File: config.mk
export PLATFORM = sky130hd
export DESIGN_NAME = clock_enable_generator
export DESIGN_NICKNAME = d
export VERILOG_FILES = /design/src/rtl/clock_enable_pkg.sv /design/src/rtl/clock_enable_channel.sv /design/src/rtl/clock_enable_generator.sv
export SDC_FILE = /design/constraint.sdc
export NUM_CORES = 1
export LEC_CHECK = 0
export CORE_MARGIN = 2
export CORE_UTILIZATION = 62
export CTS_BUF_LIST = sky130_fd_sc_hd__clkbuf_16
export DETAILED_ROUTE_END_ITERATION = 7
export PLACE_DENSITY = 0.94
export REMOVE_ABC_BUFFERS = 1
export SLEW_MARGIN = 20
export SYNTH_ARGS = -nofsm -noshare
export SYNTH_HDL_FRONTEND = slang
export SYNTH_SLANG_ARGS = --single-unit
File: constraint.sdc
create_clock -name i_clk -period 5 [get_ports i_clk]
set_clock_uncertainty 0.05 [all_clocks]
set_input_delay 0.75 -clock i_clk [delete_from_list [all_inputs] [get_ports i_clk]]
set_output_delay 0.75 -clock i_clk [all_outputs]
set_load 0.02 [all_outputs]
File: src/rtl/clock_enable_pkg.sv
// Shared types and constants for the multi-channel clock-enable generator.
package clock_enable_pkg;

  typedef enum logic [1:0] {IDLE, PHASE, RUN} ch_state_e;

  localparam int unsigned CFG_DIV_W   = 8;
  localparam int unsigned CFG_BURST_W = 8;
  localparam int unsigned DIV_ONE     = 1;

  typedef struct packed {
    logic [CFG_DIV_W-1:0]   div;
    logic [CFG_DIV_W-1:0]   phase;
    logic [CFG_BURST_W-1:0] burst;
  } ch_cfg_t;

endpackage

File: src/rtl/clock_enable_channel.sv
// One tick channel: IDLE -> PHASE -> RUN FSM with phase, divide and burst counters.
module clock_enable_channel
  import clock_enable_pkg::*;
#(
  parameter int unsigned DIV_W   = CFG_DIV_W,
  parameter int unsigned BURST_W = CFG_BURST_W
) (
  input  logic               i_clk,
  input  logic               i_rst,
  input  logic               i_start,
  input  logic               i_stop,
  input  logic [DIV_W-1:0]   i_div,
  input  logic [DIV_W-1:0]   i_phase,
  input  logic [BURST_W-1:0] i_burst,
  output logic               o_tick,
  output logic               o_busy,
  output logic               o_done
);

  ch_state_e          r_state;
  logic [DIV_W-1:0]   r_ph_cnt;
  logic [DIV_W-1:0]   r_div_cnt;
  logic [DIV_W-1:0]   r_div_m1;
  logic [BURST_W-1:0] r_burst;
  logic [BURST_W-1:0] r_tick_cnt;
  logic               r_tick;
  logic               r_done;
  logic               r_last;

  logic               w_start;
  logic               w_issue;
  logic               w_final;
  logic [DIV_W-1:0]   w_div_m1;
  logic [BURST_W-1:0] w_cnt_base;
  logic [BURST_W-1:0] w_burst;

  // On the start edge the working copy is not loaded yet, so use the live config.
  always_comb begin
    w_div_m1   = (i_div == '0) ? '0 : i_div - 1'b1;
    w_start    = (r_state == IDLE) && i_start;
    w_cnt_base = w_start ? '0 : r_tick_cnt;
    w_burst    = w_start ? i_burst : r_burst;
    w_issue    = (w_start && (i_phase == '0)) ||
                 ((r_state == PHASE) && (r_ph_cnt == '0)) ||
                 ((r_state == RUN) && !r_last && (r_div_cnt == r_div_m1));
    w_final    = (w_burst != '0) && (w_cnt_base == w_burst - 1'b1);
  end

  always_ff @(posedge i_clk) begin
    if (i_rst) begin
      r_state    <= IDLE;
      r_ph_cnt   <= '0;
      r_div_cnt  <= '0;
      r_div_m1   <= '0;
      r_burst    <= '0;
      r_tick_cnt <= '0;
      r_tick     <= 1'b0;
      r_done     <= 1'b0;
      r_last     <= 1'b0;
    end else begin
      r_tick <= 1'b0;
      r_done <= 1'b0;
      if (i_stop) begin
        r_state <= IDLE;
        r_last  <= 1'b0;
      end else begin
        unique case (r_state)
          IDLE: begin
            if (i_start) begin
              r_div_m1   <= w_div_m1;
              r_burst    <= i_burst;
              r_ph_cnt   <= i_phase - 1'b1;
              r_tick_cnt <= '0;
              r_state    <= (i_phase == '0) ? RUN : PHASE;
            end
          end
          PHASE: begin
            if (r_ph_cnt == '0) r_state <= RUN;
            else                r_ph_cnt <= r_ph_cnt - 1'b1;
          end
          RUN: begin
            // The done cycle keeps busy high; leave on the following edge.
            if (r_last) begin
              r_state <= IDLE;
              r_last  <= 1'b0;
            end else if (!w_issue) begin
              r_div_cnt <= r_div_cnt + 1'b1;
            end
          end
          default: r_state <= IDLE;
        endcase

        if (w_issue) begin
          r_tick     <= 1'b1;
          r_done     <= w_final;
          r_last     <= w_final;
          r_tick_cnt <= w_cnt_base + 1'b1;
          r_div_cnt  <= '0;
        end
      end
    end
  end

  assign o_tick = r_tick;
  assign o_done = r_done;
  assign o_busy = (r_state != IDLE);

endmodule

File: src/rtl/clock_enable_generator.sv
// Multi-channel tick-enable generator: per-channel shadow config, channel array, cycle counter.
module clock_enable_generator
  import clock_enable_pkg::*;
#(
  parameter int unsigned NUM_CH  = 4,
  parameter int unsigned DIV_W   = CFG_DIV_W,
  parameter int unsigned BURST_W = CFG_BURST_W,
  parameter int unsigned CNT_W   = 32
) (
  input  logic                                         i_clk,
  input  logic                                         i_rst,
  input  logic                                         i_cfg_we,
  input  logic [((NUM_CH > 1) ? $clog2(NUM_CH) : 1)-1:0] i_cfg_ch,
  input  logic [DIV_W-1:0]                             i_cfg_div,
  input  logic [DIV_W-1:0]                             i_cfg_phase,
  input  logic [BURST_W-1:0]                           i_cfg_burst,
  input  logic [NUM_CH-1:0]                            i_start,
  input  logic [NUM_CH-1:0]                            i_stop,
  output logic [NUM_CH-1:0]                            o_tick,
  output logic [NUM_CH-1:0]                            o_busy,
  output logic [NUM_CH-1:0]                            o_done,
  output logic [CNT_W-1:0]                             o_cycle_count
);

  localparam int unsigned CH_W = (NUM_CH > 1) ? $clog2(NUM_CH) : 1;

  logic [CNT_W-1:0] r_cycle_count;

  always_ff @(posedge i_clk) begin
    if (i_rst) r_cycle_count <= '0;
    else       r_cycle_count <= r_cycle_count + 1'b1;
  end

  assign o_cycle_count = r_cycle_count;

  for (genvar g = 0; g < NUM_CH; g++) begin : g_ch
    logic [DIV_W-1:0]   r_sh_div;
    logic [DIV_W-1:0]   r_sh_phase;
    logic [BURST_W-1:0] r_sh_burst;
    logic               w_sel;
    logic [DIV_W-1:0]   w_div;
    logic [DIV_W-1:0]   w_phase;
    logic [BURST_W-1:0] w_burst;

    assign w_sel = i_cfg_we && (i_cfg_ch == CH_W'(g));

    always_ff @(posedge i_clk) begin
      if (i_rst) begin
        r_sh_div   <= DIV_W'(DIV_ONE);
        r_sh_phase <= '0;
        r_sh_burst <= '0;
      end else if (w_sel) begin
        r_sh_div   <= i_cfg_div;
        r_sh_phase <= i_cfg_phase;
        r_sh_burst <= i_cfg_burst;
      end
    end

    // A write landing with a start on the same channel is forwarded to the start.
    assign w_div   = w_sel ? i_cfg_div   : r_sh_div;
    assign w_phase = w_sel ? i_cfg_phase : r_sh_phase;
    assign w_burst = w_sel ? i_cfg_burst : r_sh_burst;

    clock_enable_channel #(
      .DIV_W   (DIV_W),
      .BURST_W (BURST_W)
    ) u_channel (
      .i_clk   (i_clk),
      .i_rst   (i_rst),
      .i_start (i_start[g]),
      .i_stop  (i_stop[g]),
      .i_div   (w_div),
      .i_phase (w_phase),
      .i_burst (w_burst),
      .o_tick  (o_tick[g]),
      .o_busy  (o_busy[g]),
      .o_done  (o_done[g])
    );
  end

endmodule
# Word level (Yosys, flattened, before mapping)
# Cells that the tools add are included.
word_totals:
  ff_bits: 308
  input_bits: 37
  wordCells: 322
op_classes:
  reduce_logical: 109
  mux: 92
  add_sub_neg: 25
  bitwise_logic: 8
  eq_ne: 39
ops:
  columns: ["operator", "count"]
  rows:
  - ["8-bit 2-to-1 mux", 56]
  - ["8-bit by 1-bit subtractor with 8-bit output, second input constant", 16]
  - ["8-bit logical NOT", 12]
  - ["8-bit by 1-bit adder with 8-bit output, second input constant", 8]
  - ["8-bit == test", 8]
  - ["8-bit one-hot mux with 2 select lines", 4]
  - ["3-bit AND reduction", 16]
  - ["2-bit nonzero test", 20]
  - ["32-bit by 1-bit adder with 32-bit output, second input constant", 1]
  - ["2-bit 2-to-1 mux", 16]
  - ["2-bit != test, second input constant", 16]
  - ["8-bit nonzero test", 4]
  - ["1-bit logical AND", 28]
  - ["2-bit one-hot mux with 3 select lines", 4]
  - ["4-bit AND reduction", 4]
  - ["2-bit == test, second input constant", 6]
  - ["1-bit 2-to-1 mux", 12]
  - ["3-bit OR reduction", 4]
  - ["2-bit by 1-bit == test with 1-bit output, second input constant", 5]
  - ["2-bit logical NOT", 5]
  - ["1-bit logical OR", 8]
  - ["2-bit by 1-bit != test with 1-bit output, second input constant", 4]
  - ["1-bit inverter", 8]
  - ["2-bit OR reduction", 4]
  - ["1-bit logical NOT", 4]

# Longest topological paths before layout
# Gate-level depths: netlist of the first run.
logic_depth:
  depth_word: 9
  mapped_depth: 15

# Modules after synthesis
# From an unflattened synthesis of the first run, not the netlist that was laid out.
unflattened:
  cells_unflattened: 1930
  hier_area_um2: 16482.1
modules_own_cells:
  columns: ["module", "area_each_um2", "cells_per_inst", "n_inst"]
  rows:
  - ["clock_enable_channel", 2832.7, 363, 4]
  - ["clock_enable_generator", 5151.2, 478, 1]

# Worst setup path after synthesis of the first run
# No wires, ideal clock.
synth_path:
  path_kind: "input port to flip-flop"
  startpoint: "in i_cfg_ch[1] (netlist bit)"
  endpoint: "reg g_ch[0].u_channel.r_last"
  n_path_buf: 4
  arrival_ps: 3393
  setup_ps: 70
  required_time_ps: 4880
  path_slack_ps: 1487
  cell_stages: 15
  cell_sequence: "buf_4 > or3b_1 > buf_2 > buf_6 > buf_6 > mux2i_1 > nor2_1 > a21oi_1 > ha_1 > xnor2_1 > o32ai_1 > nand3_1 > nand4b_1 > nor4_2 > o21bai_1"
synth_between:
  elab_chain_cells: 8
  word_cells_on_any_way: 15
synth_lines:
  columns: ["element", "line_no", "rtl"]
  rows:
  - ["from (decl)", "clock_enable_generator.sv:13", "input logic [((NUM_CH > 1) ? $clog2(NUM_CH) : 1)-1:0] i_cfg_ch,"]
  - ["2-bit logical NOT *", "clock_enable_generator.sv:45", "assign w_sel = i_cfg_we && (i_cfg_ch == CH_W'(g));"]
  - ["1-bit logical AND *", "clock_enable_generator.sv:45", null]
  - ["8-bit 2-to-1 mux", null, null]
  - ["8-bit 2-to-1 mux or 8-bit logical NOT (tied branches)", "clock_enable_channel.sv:42, clock_enable_channel.sv:43", null]
  - ["8-bit by 1-bit subtractor with 8-bit output or 1-bit logical AND (tied branches)", "clock_enable_channel.sv:46, clock_enable_channel.sv:43", null]
  - ["8-bit == test or 1-bit logical OR (tied branches)", "clock_enable_channel.sv:46, clock_enable_channel.sv:43", null]
  - ["1-bit logical AND or 1-bit logical OR (tied branches)", "clock_enable_channel.sv:46, clock_enable_channel.sv:44", null]
  - ["1-bit 2-to-1 mux or 2-bit nonzero test (tied branches)", null, null]
  - ["to (signal assigned)", "clock_enable_channel.sv:96", "r_last <= w_final;"]
  - ["to (decl)", "clock_enable_channel.sv:28", "logic r_last;"]
# Mark *: on every way between the ends. The rest lies on a longest branch, timed or not.
# A chain may end at the register's enable or synchronous reset.

# Worst setup path in the final report of the first run
layout_path:
  startpoint: "reg g_ch[1].u_channel.r_state[1]"
  endpoint: "reg g_ch[1].u_channel.r_last"
layout_between:
  elab_chain_cells: 7
  word_cells_on_any_way: 18
layout_lines:
  columns: ["element", "line_no", "rtl"]
  rows:
  - ["from (decl)", "clock_enable_channel.sv:20", "ch_state_e r_state;"]
  - ["from (signal assigned)", "clock_enable_channel.sv:74", "r_state <= (i_phase == '0) ? RUN : PHASE;"]
  - ["2-bit logical NOT", "clock_enable_channel.sv:40", "w_start = (r_state == IDLE) && i_start;"]
  - ["1-bit logical AND", "clock_enable_channel.sv:40", null]
  - ["8-bit 2-to-1 mux", "clock_enable_channel.sv:42", "w_burst = w_start ? i_burst : r_burst;"]
  - ["8-bit by 1-bit subtractor with 8-bit output", "clock_enable_channel.sv:46", "w_final = (w_burst != '0) && (w_cnt_base == w_burst - 1'b1);"]
  - ["8-bit == test", "clock_enable_channel.sv:46", null]
  - ["1-bit logical AND", "clock_enable_channel.sv:46", null]
  - ["1-bit 2-to-1 mux", "clock_enable_channel.sv:93", "if (w_issue) begin"]
  - ["to (signal assigned)", "clock_enable_channel.sv:96", null]
  - ["to (decl)", "clock_enable_channel.sv:28", null]
# Parallel ways exist; a longest one is shown, timed or not.

==> metrics.txt, run 1 <==
commonest cells after routing, fill and taps aside=nor2_1 (336), dfxtp_1 (308), nand2_1 (132); critical path's slowest cell=nand2b_1; largest net degree at the start of global routing=141; pwr dens=335.1 nW/um2; Vias/cell=6.350; Post CTS Setup Buffer Count=0; endpoints failing setup=0; # resized after CTS=0; Layout fillers=1860; Syn. warnings=0; port buffer count=80; Tot Pwr=6.038 mW; Mean Syn Cell Area=8.313 um2; crit path cell chain=nand2b_1, nand3_1, a21oi_1, ha_1, xnor2_1, nor3_1, o2bb2ai_1, o21ai_0, nor3_1, o211ai_1, o21ai_0; CTS buffer count=34; initial antenna violation count=0; WS Path Type=reg -> reg; GPL Wtd Cong=0.9239; Post-DP HPWL=28600 um; Initial DRT Pass Iterations=8; WL/cell=18.24 um; met1 Use GR=0.3909; post-route cell area=18020 um2; Critical R2R Launch=g_ch[1].u_channel.r_state[1]$_SDFFE_PP0P_; Fin. Hold Viols=0; global-route wire length before repair=67880 um; Post-synth EDFFs=0; clock slew at reported path FFs=0.06 ns; Max Cap Violations=0; leakage power=7.250 nW; I/O pin total=81; GRT Max-Usage Layer=met2; DIE AREA=27300 um2; hold crit path type=reg -> reg; area delta synth->final=11.80%; minimum clock period=3.521 ns; CTS sink count=308; worst rel slew slack=0.3014; most common cell after layout, fill and taps aside=nor2_1; num rows=59; Worst-Margin Slew=1.040 ns; 1st-iter DRT viols=1246; largest area contributor in the netlist=dfxtp_1; Seq/Total Area, Yosys=0.3825; CTS Hold Bufs=0; via count=14714; Final Cycle Share=0.7043; CTS root buffer=clkbuf_16; Final ANT Viol Nets=0; Req. time, crit path=5.39 ns; RSZ-0062 raised after global routing=false; Async SR Flop Fraction=0; drt drc=0; slowest stage delay, CP=0.61 ns; synthesized cell area=16120 um2; Worst Hold Slack=0.4140 ns; met2 usage=0.4991; critical path fanouts, max=14; Die Ht=165.2 um; Worst EP arrival=3.91 ns; critical path startpoint category=flip-flop; Finished Layout Cells=2317; share of layout cells above drive strength 1=0.05957; global routing met3 resource utilization=0.05070; Synth area leaders=dfxtp_1 (38%), nor2_1 (7.8%), mux2i_1 (6.6%); # nets final=2022; maximum clock rate=284.0 MHz; Final TNS setup=0 ns; Peak VDD IR=0.0002640 V; dpl cells=2259; clk_lat worst skew=0.53 ns; Distinct cells, synth=88; Initial Util=0.6256; worst path bufs/invs=0; HP Start=g_ch[1].u_channel.r_div_m1[2]$_SDFFE_PP0P_; placed cell areas=16990 um2; post-synth top area share=0.3825; post-synthesis register bit count=308; core area=25760 um2; Global Route Usage Sum=0.3047; chip width=165.2 um; Final Max Slew Viols=0; CTS Buffer Depth=3; total grt overflow=0; Worst path top cell family by delay=simple AND/OR/NAND/NOR gates; outcome=completed; element type at the critical path end=flip-flop; Syn Inst Count=1939; number of global-route vias before repair=13776; Routed WL=42250 um; Worst Setup SP=g_ch[1].u_channel.r_state[1]$_SDFFE_PP0P_; H-tree depth=2; ys flop type=dfxtp_1; CTS tree=yes
## Yosys cell counts, drive strengths merged, types with 4 or more instances
cell and count:
a211oi 48, a21boi 5, a21o 13, a21oi 113, a22oi 19, a311oi 4
a31o 5, a31oi 22, a41oi 5, and2 26, and3 28, and4 7
buf 44, clkbuf 73, dfxtp 308, ha 25, inv 17, mux2 12
mux2i 113, nand2 133, nand2b 13, nand3 61, nand3b 8, nand4 28
nor2 338, nor2b 15, nor3 60, nor3b 14, nor4 38, o2111ai 8
o211ai 8, o21ai 83, o31a 8, o31ai 5, or2 5, or3 13
or3b 4, or4 10, xnor2 61, xor2 98
## cells by family after synthesis
| group | after synthesis | synth area share |
|---|---|---|
| AO/OA/AOI/OAI | 373 | 0.1478 |
| XOR/XNOR | 159 | 0.08640 |
| adder cells (fa/ha/maj) | 25 | 0.01941 |
| buffers and inverters | 134 | 0.03788 |
| flip-flops | 308 | 0.3825 |
| multiplexers | 125 | 0.08128 |
| AND/OR/NAND/NOR | 815 | 0.2447 |
## flip-flops by register name (all words and copies together) (netlist names), 32 cells and up
register and cells:
g_ch.u_channel.r_div_cnt 32, g_ch.r_sh_div 32, g_ch.r_sh_burst 32, g_ch.u_channel.r_burst 32, g_ch.r_sh_phase 32, g_ch.u_channel.r_div_m1 32
g_ch.u_channel.r_tick_cnt 32, o_cycle_count 32, g_ch.u_channel.r_ph_cnt 32
## layer usage
metal	vias up	share of wire
li1	6923	-
met1	6962	0.41
met2	681	0.47
met3	148	0.079
met4	0	0.045
met5	-	0
## per-stage QoR
stage	utilization	worst slack, ns
floorplan	-	1.124
CTS	0.6989	1.521
global route	0.6993	1.123
detailed placement	0.6593	1.021
global placement	0.6593	1.076
finish	0.6994	1.479
## report_power, final
group          internal (mW)  leakage (nW)  switching (mW)  total (mW)
Sequential              2.56          2.50          0.0973        2.65
Clock                   1.32         0.535            1.02        2.34
Combinational          0.406          4.21           0.637        1.04
## worst min-delay path: stages (launching register included)
cell and delay, ns:
dfxtp_1 0.32, nand2_1 0.05, a21oi_1 0.05
## final timing paths
kind | to | slack (ns) | cells past startpoint
worst max-delay path | g_ch[1].u_channel.r_last$_SDFFE_PP0N_ | 1.48 | 11
worst max register to register | g_ch[1].u_channel.r_last$_SDFFE_PP0N_ | 1.48 | 11
worst min-delay path | g_ch[1].u_channel.r_div_m1[2]$_SDFFE_PP0P_ | 0.41 | 2
worst min register to register | g_ch[1].u_channel.r_div_m1[2]$_SDFFE_PP0P_ | 0.41 | 2
## area by class of cell
cell class              instances  area, um2  share of cell area
clock inverters                22      143.9            0.007985
flip-flops and latches        308       6166              0.3422
inverters                      17      63.81            0.003541
repair buffers                102      979.7             0.05437
clock buffers                  35      875.8             0.04860
well taps                     335      419.2             0.02326
diodes                          1      2.502           0.0001389
multi-input cells            1497       9369              0.5199
No activity file was read; power rests on OpenSTA's default activity.
==> run 2, diff against run 1 <==
- CORE_UTILIZATION: 62 -> 55
- PLACE_DENSITY: 0.94 -> 0.89
- clock period: 5 -> 2.9 ns (I/O delays scaled with it)
==> run 2 against run 1 <==
Compared with the run above: sequential power up 73%; critical path depth down 3; total power up 86%; die area is 12% higher; global-route usage shrank 0.78 points; combinational power is 110% higher; final area grew 9.9%; clock power rose by 92%; first-iteration DRC count increased by 17%; hold slack lost 0.15 ns.
==> metrics.txt, run 2 (same netlist as run 1, synthesis figures left out) <==
Layout fillers=2021 (+8.7%); most common cell after layout, fill and taps aside=nor2_1; area delta synth->final=22.81%; CTS sink count=308 (unchanged); number of global-route vias before repair=15348 (+11%); Global Route Usage Sum=0.2968 (-0.007848); multi-input logic area=9423 um2 (+0.57%); Fin. Hold Viols=0 (unchanged); hold crit path type=in -> reg; Peak VDD IR=0.0005400 V (+100%); commonest cells after routing, fill and taps aside=nor2_1 (336), dfxtp_1 (308), buf_4 (211); CTS root buffer=clkbuf_16; element type at the critical path end=flip-flop; GPL Wtd Cong=0.9356 (+1.3%); Tot Pwr=11.25 mW (+86%); Final Cycle Share=0.9831; Worst Hold Slack=0.2628 ns (-0.1512 ns); clock slew at reported path FFs=0.07 ns (about the same); # nets final=2218 (+9.7%); Final Max Slew Viols=0 (unchanged); minimum clock period=2.851 ns; Post-DP HPWL=31960 um (+12%); Worst EP arrival=3.26 ns (-0.65 ns); Initial Util=0.5600 (-0.06557); chip width=175.2 um (+6.0%); drt drc=0 (unchanged); endpoints failing setup=0 (unchanged); Post-Route Utilization=0.6878 (-0.01162); H-tree depth=2 (unchanged); Worst R2R End=g_ch[1].u_channel.r_last$_SDFFE_PP0N_; initial antenna violation count=0 (unchanged); R2R depth=12 (+1); critical path fanouts, max=9 (-5); Reg area=6166 um2 (unchanged); maximum clock rate=350.7 MHz; Routed WL=47450 um (+12%); Initial DRT Pass Iterations=6 (-2); global-route wire length before repair=75410 um (+11%); hold depth=2 (unchanged); share of layout cells above drive strength 1=0.1505 (+0.09089); R2R Setup Slk=0.17 ns (-1.31 ns); port buffer count=80 (unchanged); 1st-iter DRT viols=1455 (+17%); Worst-Margin Slew=1.077 ns (+0.03688 ns); WS Path Type=in -> reg; HP Start=i_rst; clk_lat worst skew=0.53 ns (about the same); I/O pin total=81 (unchanged); Req. time, crit path=3.31 ns (-2.08 ns); diode count=0 (-1); Final ANT Viol Nets=0 (unchanged); leakage power=8.247 nW (+14%); WL/cell=18.51 um (+1.5%); WHS Endpoint=g_ch[3].r_sh_div[1]$_SDFF_PP0_; DIE AREA=30690 um2 (+12%); CTS tree=yes; core area=28780 um2 (+12%); CTS Buffer Depth=3 (unchanged); Die Ht=175.2 um (+6.0%); Critical R2R Launch=g_ch[1].u_channel.r_state[1]$_SDFFE_PP0P_; CTS buffer count=34 (unchanged); num rows=62 (+5.1%); Vias/cell=6.121 (-3.6%); pwr dens=568.4 nW/um2 (+70%); outcome=completed; worst rel slew slack=0.2755 (-0.02587); Max Cap Violations=0 (unchanged); critical path startpoint category=input pin; total grt overflow=0 (unchanged); CTS Hold Bufs=0 (unchanged); via count=15694 (+6.7%); largest net degree at the start of global routing=79 (-44%)
run 2: cell types whose count changed in the layout (fill, tap and decap cells not counted), sizes merged:
cell,change
buf,+196
bufinv,+4
clkbuf,+2
clkdlybuf4s50,-1
diode,-1
dlymetal6s2s,+1
inv,-3
run 2: repair_timing:
action	in CTS	in global routing
resized for setup	2	16
setup endpoints to repair	1	5
pin swaps	0	5
hold endpoints to repair	0	0
setup buffers	0	3
run 2: layout make-up:
class | instances | share of cell area
clock inverters | 23 | 0.01138
repair buffers | 298 | 0.1269
flip-flops and latches | 308 | 0.3115
inverters | 17 | 0.003224
clock buffers | 37 | 0.04677
multi-input cells | 1497 | 0.4760
well taps | 384 | 0.02427
run 2: metrics by stage:
| step | cells | instance area, um2 | TNS [ns] | setup WS, ns |
|---|---|---|---|---|
| after floorplan | 1822 | 15570 | -20.31 | -0.6605 |
| after global placement | 2501 | 18550 | -6.731 | -0.4555 |
| after detailed placement | 2501 | 18550 | -12.77 | -0.5730 |
| after CTS | 2561 | 19700 | 0 | 0.01488 |
| after global routing | 2564 | 19800 | -0.1298 | -0.07175 |
| final | 2564 | 19800 | 0 | 0.04891 |
run 2: per-layer routing:
layer  global-route usage  routed length, um  part of all wire  up-vias
met3              0.05070               3910             0.082      200
met2               0.5028              22380              0.47      783
met5                    0                  0                 0        -
met4               0.1385               2285             0.048        0
li1                     -                  -                 -     7302
met1               0.3676              18880              0.40     7409
run 2: power by group:
group / internal (mW) / total [mW] / switching (mW)
sequential: 4.41 / 4.58 / 0.175
combinational: 0.972 / 2.17 / 1.20
clock: 2.73 / 4.50 / 1.77
total: 8.11 / 11.3 / 3.14
run 2: worst max-delay path by stage:
stage,startpoint,to,slack [ns],depth (start not counted)
floorplan,i_start[1],g_ch[1].u_channel.r_tick_cnt[6]$_SDFFE_PP0P_,-0.66,6
global placement,i_cfg_we,g_ch[0].u_channel.r_last$_SDFFE_PP0P_,-0.46,12
detailed placement,i_cfg_we,g_ch[0].u_channel.r_last$_SDFFE_PP0P_,-0.57,12
CTS,i_cfg_ch[1],g_ch[1].u_channel.r_last$_SDFFE_PP0N_,0.01,14
global route,i_cfg_we,g_ch[0].u_channel.r_last$_SDFFE_PP0P_,-0.07,12
finish,i_cfg_burst[2],g_ch[0].u_channel.r_last$_SDFFE_PP0P_,0.05,8
run 2: worst max-delay path, stage by stage:
cell	delay, ns
clkdlybuf4s50_1	0.68
nor4_1	0.93
mux2i_1	0.24
o21ai_1	0.25
xnor2_1	0.15
a31oi_1	0.13
nor4_2	0.31
o21bai_1	0.15
